File: config.mk
export PLATFORM = sky130hd
export DESIGN_NAME = mem_stage_ctrl
export DESIGN_NICKNAME = d
export VERILOG_FILES = /design/src/rtl/mem_stage_ctrl.sv
export SDC_FILE = /design/constraint.sdc
export NUM_CORES = 1
export LEC_CHECK = 0
export ABC_AREA = 0
export BUFFER_PORTS_ARGS = -buffer_cell sky130_fd_sc_hd__buf_2
export CORE_ASPECT_RATIO = 0.75
export CORE_MARGIN = 2
export CORE_UTILIZATION = 42
export DETAILED_ROUTE_END_ITERATION = 12
export PLACE_DENSITY = 0.95
export RECOVER_POWER = 100
export SLEW_MARGIN = 10
export SYNTH_ARGS = -nofsm -noshare
export SYNTH_HDL_FRONTEND = slang
export SYNTH_SLANG_ARGS = --single-unit
File: constraint.sdc
create_clock -name clk -period 5.2 [get_ports clk]
set_clock_uncertainty 0.15 [all_clocks]
set_input_delay 1.04 -clock clk [delete_from_list [all_inputs] [get_ports clk]]
set_output_delay 1.04 -clock clk [all_outputs]
set_load 0.01 [all_outputs]
File: src/rtl/mem_stage_ctrl.sv
// MEM-stage memory sequencer for the LC-3b pipeline: single accesses,
// LDI/STI indirection, byte lane formatting and pipeline stall.
module mem_stage_ctrl #(
  parameter int WIDTH      = 16,
  parameter int GAP_CYCLES = 1
) (
  input  logic             clk,
  input  logic             reset,
  input  logic             in_valid,
  input  logic [3:0]       opcode,
  input  logic             mem_read,
  input  logic             mem_write,
  input  logic [WIDTH-1:0] addr_in,
  input  logic [WIDTH-1:0] wdata_in,
  output logic [WIDTH-1:0] dmem_address,
  output logic             dmem_read,
  output logic             dmem_write,
  output logic [1:0]       dmem_byte_enable,
  output logic [WIDTH-1:0] dmem_wdata,
  input  logic [WIDTH-1:0] dmem_rdata,
  input  logic             dmem_resp,
  output logic [WIDTH-1:0] rdata_out,
  output logic             done,
  output logic             stall
);

  localparam logic [3:0] OP_LDB = 4'b0010;
  localparam logic [3:0] OP_STB = 4'b0011;
  localparam logic [3:0] OP_LDI = 4'b1010;
  localparam logic [3:0] OP_STI = 4'b1011;
  localparam int CW = (GAP_CYCLES > 1) ? $clog2(GAP_CYCLES) : 1;

  typedef enum logic [1:0] {
    IDLE,
    ACC1,
    GAP,
    ACC2
  } state_t;

  state_t state;
  state_t state_nx;

  logic [WIDTH-1:0] ptr;
  logic [CW-1:0]    gap_cnt;
  logic             mem_op;
  logic             is_ldb;
  logic             is_stb;
  logic             is_sti;
  logic             indirect;
  logic             acc1_wr;
  logic             gap_last;
  logic [7:0]       rbyte;

  assign mem_op   = in_valid & (mem_read | mem_write);
  assign is_ldb   = (opcode == OP_LDB);
  assign is_stb   = (opcode == OP_STB);
  assign is_sti   = (opcode == OP_STI);
  assign indirect = (opcode == OP_LDI) | is_sti;
  // indirection always starts with a pointer read
  assign acc1_wr  = mem_write & ~indirect;
  assign gap_last = (gap_cnt == CW'(GAP_CYCLES - 1));

  always_ff @(posedge clk) begin
    if (reset) begin
      state   <= IDLE;
      ptr     <= '0;
      gap_cnt <= '0;
    end else begin
      state <= state_nx;
      if (state == ACC1 && dmem_resp && indirect)
        ptr <= dmem_rdata;
      if (state == GAP && !gap_last)
        gap_cnt <= gap_cnt + CW'(1);
      else
        gap_cnt <= '0;
    end
  end

  assign rbyte = addr_in[0] ? dmem_rdata[15:8] : dmem_rdata[7:0];

  always_comb begin
    rdata_out = dmem_rdata;
    if (is_ldb)
      rdata_out = {{(WIDTH-8){1'b0}}, rbyte};
  end

  always_comb begin
    state_nx         = state;
    dmem_address     = '0;
    dmem_read        = 1'b0;
    dmem_write       = 1'b0;
    dmem_byte_enable = 2'b11;
    dmem_wdata       = '0;
    done             = 1'b0;
    unique case (state)
      IDLE: begin
        if (mem_op)
          state_nx = ACC1;
      end
      ACC1: begin
        dmem_address = addr_in;
        unique case (1'b1)
          acc1_wr && is_stb: begin
            dmem_write       = 1'b1;
            dmem_byte_enable = addr_in[0] ? 2'b10 : 2'b01;
            dmem_wdata       = {(WIDTH/8){wdata_in[7:0]}};
          end
          acc1_wr && !is_stb: begin
            dmem_write = 1'b1;
            dmem_wdata = wdata_in;
          end
          default: dmem_read = 1'b1;
        endcase
        if (dmem_resp) begin
          if (indirect) begin
            state_nx = GAP;
          end else begin
            done     = 1'b1;
            state_nx = IDLE;
          end
        end
      end
      GAP: begin
        if (gap_last)
          state_nx = ACC2;
      end
      ACC2: begin
        dmem_address = ptr;
        if (is_sti) begin
          dmem_write = 1'b1;
          dmem_wdata = wdata_in;
        end else begin
          dmem_read = 1'b1;
        end
        if (dmem_resp) begin
          done     = 1'b1;
          state_nx = IDLE;
        end
      end
      default: state_nx = IDLE;
    endcase
    // reset drops any in-flight request without a done pulse
    if (reset) begin
      state_nx         = IDLE;
      dmem_address     = '0;
      dmem_read        = 1'b0;
      dmem_write       = 1'b0;
      dmem_byte_enable = 2'b11;
      dmem_wdata       = '0;
      done             = 1'b0;
    end
  end

  assign stall = mem_op & ~done & ~reset;

endmodule

Yosys cells after proc, flatten, opt, wreduce, memory -nomap -nowiden
Cells that the tools add are included.

word-level totals
  flip-flop bits (word level) = 19
  output and inout port bits = 54
  logic and storage cells = 66

operators by class
  $add $sub $neg = 1
  eq/ne operators = 11
  muxes and demuxes = 31
  bitwise gates (word level) = 10
  reductions and logical operators = 10

operators by type and width
  kind                   count
  $pmux W16 S2           3
  $mux W16               4
  $mux W2                9
  $mux W1                10
  $eq A4 B2 Y1 const B   2
  $eq A4 B4 Y1 const B   2
  $mux W8                1
  $ne A2 B2 Y1 const B   4
  $pmux W2 S4            1
  $pmux W1 S2            3
  $logic_and A1 B1 Y1    5
  $and A1 B1 Y1          4
  $eq A2 B2 Y1 const B   2
  $not A1 Y1             4
  $reduce_and A4 Y1      1
  $reduce_or A2 Y1       2
  $eq A2 B1 Y1 const B   1
  $logic_not A2 Y1       1
  $or A1 B1 Y1           2
  $add A1 B1 Y1 const B  1
  $logic_not A1 Y1       1

Logic depth before layout (Yosys ltp)
Gate-level depths: netlist of the first run.

  depth in word-level cells = 9
  depth in mapped cells = 6

Least setup slack after synthesis of the first run
Ideal clock, no wire load.

  path kind = input -> output
  from = input port opcode[2]
  to = output port rdata_out[0]
  data arrival time = 1.995 ns
  required time = 4.010 ns
  setup slack = 2.015 ns
  stages on the path = 4
  buffers on the path = 0
  path through = nand2b_2 -> nor3_4 -> nand2_2 -> mux2_2

on the way
  word-level cells in the longest chain between the ends = 2

RTL lines
  what          RTL line  RTL
  from (decl)   10        input logic [3:0] opcode,
  $eq A4 B2 Y1  55        assign is_ldb = (opcode == OP_LDB);
  $mux W16      83        if (is_ldb)
  to (decl)     22        output logic [WIDTH-1:0] rdata_out,

Every way passes these cells.

Worst setup path after layout of the first run
  from = input port opcode[2]
  to = output port rdata_out[7]

The elaborated chain is that of the path after synthesis.

==> metrics, run 1 <==
post-synth net total=231; r2r setup slk=3330 ps; cts bufs inserted=3; root buf cell=clkbuf_8; number of diodes=0; die width=69.7 microns; setup bufs post-CTS=0; critical path's largest stage delay=860 ps; Seq/Total Area, Yosys=0.280; Slew @ Worst Pin=1090 ps; Post-Route WL=4430 microns; Slew HR=0.269; worst min path class=register to register; DR vias/cell=5.04; Yosys warnings=0; Total GRT Usage=0.232; Remaining DRCs=0; Starting Density=0.450; Max-cap violations=0; EDFF count, synth=0; Final Util=0.619; H-tree levels=1; Avg Inst Size Synth=7.85 sq um; GPL Wtd Cong=0.813; final setup violating endpoints=0; fraction of layout cells with a size suffix above 1=0.300; die area=3710 sq um; Req. time, crit path=4010 ps; Layout area overhead=37.7%; Syn Inst Count=173; clock latency on the worst-skew pair=260 ps; Reg clk slew, reported paths=70 ps; switching power=95.9 uW; CP max FO=9; hold path endpoint=ptr[6]; pin count of the biggest net entering global routing=22; CTS tree=done; DRT Pass-1 Iters=4; Area after DPL=1920 sq um; Fillers=299; Worst Slack Setup Final=967 ps; worst path cell trace=buf_2 > nand2b_1 > nor3_1 > nand2_2 > mux2_2 > clkbuf_1; via count=1,602; worst-case vdd ir drop=0.121 mV; sequential cell area=380 sq um; post-DP HPWL=3470 microns; share of power burned in registers=0.446; post-layout instance area=1870 sq um; clock sink count=19; Hold Path Depth=2; Core ar.=3020 sq um; DR iter-0 viols=53; post-place setup slack=1550 ps; Leak Pwr=0.000760 uW; CP Capture Type=output port; Int Pwr=238 uW; Synth cell types=29; CP top delay family=simple AND/OR/NAND/NOR gates; Slew Limit Fails=0; IO buf count=111; Hold Startpoint=ptr[6]; Worst setup SP type=input pin; Synth Flop Type=dfxtp_1; IO Count=112; first-pass GRT wire length=6830 microns; CTS Hold Bufs=0; Nets=339; Cell Pwr Density=179 nW/um^2; outcome=complete, no violations; critical path arrival=3040 ps; Reg2Reg Depth=4; post-cts resize count=0; Hold Fails Final Rpt=0; Final TNS setup=0 ps; total global routing overflow=0; critical path type=input pin to output port; worst path bufs/invs=2; ys async rst share=0; area of the multi-input gates=881 sq um; Final Cycle Share=0.814; antenna-violating nets left=0; power share of the combinational group=0.240; crit path time final=4230 ps; Max Fclk=236 MHz; post-synthesis register bit count=19; worst-case clock buffer depth=2; clock share of power=0.314; routed len/inst=13.9 microns; vias in the first global route=1,529; slowest CP cell=nor3_1; Critical R2R Capture=ptr[0]; RSZ-0062 raised after global routing=no; initial antenna violation count=0; # rows=17; Sw Share=0.287; Die Y=53.3 microns; Post-Syn Area=1360 sq um
cell type report:
| type | instances | area share |
|---|---|---|
| timing repair buffer | 113 | 0.276 |
| sequential | 19 | 0.203 |
| multi-input combinational | 144 | 0.471 |
| clock buffer | 4 | 0.0241 |
| tap | 38 | 0.0254 |
power by group through the flow:
stage	clock [uW]	sequential, uW	combinational, uW
final	105	149	80.2
after global routing	112	149	87.8
after CTS	105	149	85.9
after detailed placement	0	152	85.4
after global placement	0	152	82.8
after floorplan	0	152	40.3
cell usage after synthesis, types with 3 or more instances:
cell type  instances  area share
a21oi_1           16       0.059
a21oi_2            3       0.019
a22o_1             8       0.052
and2_1             8       0.037
buf_2              3       0.011
clkbuf_1           3      0.0083
dfxtp_1           19        0.28
mux2_2             8       0.066
mux2i_1           17        0.13
nand2_1           37        0.10
nor2_1            20       0.055
nor2b_1            9       0.041
worst max path at each step:
stage | startpoint | to | slack [ps] | cells after the start
6_report | opcode[2] | rdata_out[7] | 970 | 6
3_5_place_dp | reset | dmem_wdata[14] | 1550 | 5
2_1_floorplan | opcode[2] | rdata_out[0] | 2020 | 4
5_1_grt | opcode[2] | rdata_out[7] | 790 | 6
4_1_cts | reset | dmem_wdata[14] | 1550 | 5
3_3_place_gp | reset | dmem_wdata[10] | 1620 | 5
layer usage:
metal	wire length (microns)	up-vias	track usage
met5	0	-	0
met4	40	0	0.0737
met3	272	6	0.0419
met2	2130	63	0.412
met1	1990	729	0.291
li1	-	804	-
through the flow:
stage | hold slack [ps] | instances | power (uW)
detailed placement | 298 | 314 | 238
global placement | 296 | 314 | 235
CTS | 308 | 318 | 340
finish | 308 | 318 | 334
global route | 335 | 318 | 349
floorplan | 286 | 173 | 192
registers in the layout, summed over array words and instances, names as in the netlist, named ones only:
name / flops
ptr: 16
state: 1
gap_cnt: 1
worst min-delay path: cells and delay by family, from the launching register on:
family | cells | cell delay [ps]
flops | 1 | 310
simple gates | 1 | 50
compound gates | 1 | 50
cells in the final DEF, fill, tap and decap left out:
| cell type | instances |
|---|---|
| nand2_2 | 1 |
| and2_1 | 2 |
| and3b_1 | 1 |
| nor3_4 | 1 |
| nand2b_1 | 3 |
| buf_2 | 68 |
| a211oi_1 | 1 |
| nand3b_1 | 2 |
| or2_1 | 1 |
| or3_1 | 1 |
| nor2b_1 | 9 |
| nor2_1 | 20 |
| buf_4 | 2 |
| conb_1 | 1 |
| a21oi_1 | 19 |
| nand2_1 | 37 |
| mux2i_1 | 17 |
| clkbuf_8 | 3 |
| nor3_1 | 3 |
| and2_0 | 6 |
| nor4_4 | 1 |
| a22o_1 | 8 |
| dfxtp_1 | 19 |
| clkbuf_1 | 44 |
| o21ai_0 | 2 |
| mux2_2 | 8 |
cells by family after synthesis:
group	share of synthesized area
simple gates	0.339
compound gates	0.143
mux	0.192
flops	0.280
buf+inv	0.0442
other cells	0.00276
Note: power is estimated with default switching activity, not from simulation.
==> run 2, diff against run 1 <==
--- a/config.mk
+++ b/config.mk
@@ -9,9 +9,9 @@
 export BUFFER_PORTS_ARGS = -buffer_cell sky130_fd_sc_hd__buf_2
 export CORE_ASPECT_RATIO = 0.75
 export CORE_MARGIN = 2
-export CORE_UTILIZATION = 42
+export CORE_UTILIZATION = 39
 export DETAILED_ROUTE_END_ITERATION = 12
-export PLACE_DENSITY = 0.95
+export PLACE_DENSITY = 0.93
 export RECOVER_POWER = 100
 export SLEW_MARGIN = 10
 export SYNTH_ARGS = -nofsm -noshare
==> constraint.sdc (replaced) <==
create_clock -name clk -period 4.04 [get_ports clk]
set_clock_uncertainty 0.15 [all_clocks]
set_input_delay 0.808 -clock clk [delete_from_list [all_inputs] [get_ports clk]]
set_output_delay 0.808 -clock clk [all_outputs]
set_load 0.01 [all_outputs]
==> metrics, run 2 (synthesis results as in run 1) <==
Starting Density=0.410; DR iter-0 viols=79; first-pass GRT wire length=6490 microns; Max-cap violations=0; post-cts resize count=0; most common cell after layout, fill and taps aside=buf_2; Int Pwr=306 uW; root buf cell=clkbuf_8; die area=3980 sq um; Reg clk slew, reported paths=70 ps; vias in the first global route=1,451; initial antenna violation count=0; worst path cell trace=clkbuf_1 > nand2b_1 > nor4_4 > a22o_1 > clkbuf_1; H-tree levels=1; Total GRT Usage=0.209; antenna-violating nets left=0; worst-case vdd ir drop=0.149 mV; CP top delay family=simple AND/OR/NAND/NOR gates; clock share of power=0.306; clock sink count=19; Hold Startpoint=ptr[10]; total global routing overflow=0; hold path endpoint=ptr[10]; r2r setup slk=1390 ps; outcome=complete, no violations; placed insts=317; Final TNS setup=0 ps; CP most frequent cell=clkbuf_1; CTS Hold Bufs=0; critical path's largest stage delay=580 ps; critical path arrival=2500 ps; worst-case clock buffer depth=2; setup bufs post-CTS=0; Die Y=55.1 microns; routed len/inst=13.1 microns; share of power burned in registers=0.449; via count=1,588; clock latency on the worst-skew pair=250 ps; Cell Pwr Density=224 nW/um^2; # rows=18; critical path type=input pin to output port; Largest register FFs=16; Critical R2R Capture=ptr[11]; DRT Pass-1 Iters=4; worst path bufs/invs=2; Leak Pwr=0.000776 uW; Req. time, crit path=3080 ps; Reg2Reg Depth=4; Layout area overhead=40.5%; Max Fclk=289 MHz; slowest CP cell=nor4_4; pin count of the biggest net entering global routing=22; Worst setup SP type=input pin; power share of the combinational group=0.246; DR vias/cell=4.95; fraction of layout cells with a size suffix above 1=0.317; Post-Route WL=4200 microns; most frequent cells in the layout=buf_2 (68), clkbuf_1 (45), nand2_1 (37); CP max FO=21; Sw Share=0.285; Slew @ Worst Pin=1400 ps; cts bufs inserted=3; final setup violating endpoints=0; switching power=122 uW; Final Cycle Share=0.855; worst min path class=register to register; IO buf count=111; Remaining DRCs=0; Hold Path Depth=2; fin cells=321; Slew HR=0.0653; post-DP HPWL=3330 microns; GPL Wtd Cong=0.843; Core ar.=3310 sq um; CP Capture Type=output port; crit path time final=3450 ps; Top Registers=ptr x16, gap_cnt x1, state x1; Hold Fails Final Rpt=0; RSZ-0062 raised after global routing=no; number of diodes=0; Top reg by flops=ptr; CTS tree=done; IO Count=112; Nets=340; die width=72.2 microns; Slew Limit Fails=0
run 2: cell types whose count changed in the layout (fill, tap and decap cells not counted):
cell | before | now
a21oi_1 | 19 | 16
a21oi_2 | 0 | 3
and2_0 | 6 | 4
and2_1 | 2 | 4
buf_4 | 2 | 1
clkbuf_1 | 44 | 45
clkinv_2 | 0 | 1
nand3b_1 | 2 | 1
nand3b_4 | 0 | 1
nor3_1 | 3 | 2
nor3_4 | 1 | 2
run 2: worst max-delay path by stage:
stage / startpoint / endpoint / slack [ps] / depth (start not counted)
after floorplan: opcode[2] / rdata_out[0] / 1320 / 4
after global placement: reset / dmem_wdata[12] / 940 / 5
after detailed placement: reset / dmem_wdata[11] / 850 / 5
after CTS: reset / dmem_wdata[14] / 850 / 5
after global routing: reset / dmem_wdata[7] / 440 / 6
final: reset / dmem_wdata[11] / 590 / 5
run 2: layout make-up:
| class | instances | area [sq um] |
|---|---|---|
| fillers | 324 | 1400 |
| repair buffers | 114 | 517 |
| clock inverters | 1 | 5.00 |
| flip-flops and latches | 19 | 380 |
| clock buffers | 3 | 41.3 |
| multi-input cells | 144 | 916 |
| well taps | 40 | 50.0 |
run 2: worst min-delay path, stage by stage (launching register included):
cell and delay (ps):
dfxtp_1 310, nand2_1 50, a21oi_1 50
run 2: power groups by stage:
stage | Combinational [uW] | Sequential (uW) | Clock [uW]
6_report | 105 | 192 | 131
5_1_grt | 117 | 192 | 138
4_1_cts | 110 | 192 | 131
3_5_place_dp | 110 | 196 | 0
3_3_place_gp | 107 | 196 | 0
2_1_floorplan | 51.9 | 195 | 0
run 2: per-layer routing:
layer | share of wire | GRT usage | vias to the layer above
li1 | - | - | 810
met1 | 0.44 | 0.259 | 719
met2 | 0.48 | 0.372 | 55
met3 | 0.069 | 0.0471 | 4
met4 | 0.0071 | 0.0566 | 0
met5 | 0 | 0 | -
run 2: through the flow:
| step | utilization | area (sq um) | setup WS [ps] | total power [uW] | hold WS [ps] |
|---|---|---|---|---|---|
| final | 0.577 | 1910 | 586 | 428 | 305 |
| after global routing | 0.577 | 1910 | 442 | 447 | 328 |
| after CTS | 0.596 | 1970 | 851 | 433 | 306 |
| after detailed placement | 0.582 | 1930 | 854 | 306 | 298 |
| after global placement | 0.582 | 1930 | 943 | 304 | 294 |
| after floorplan | - | 1360 | 1320 | 247 | 286 |
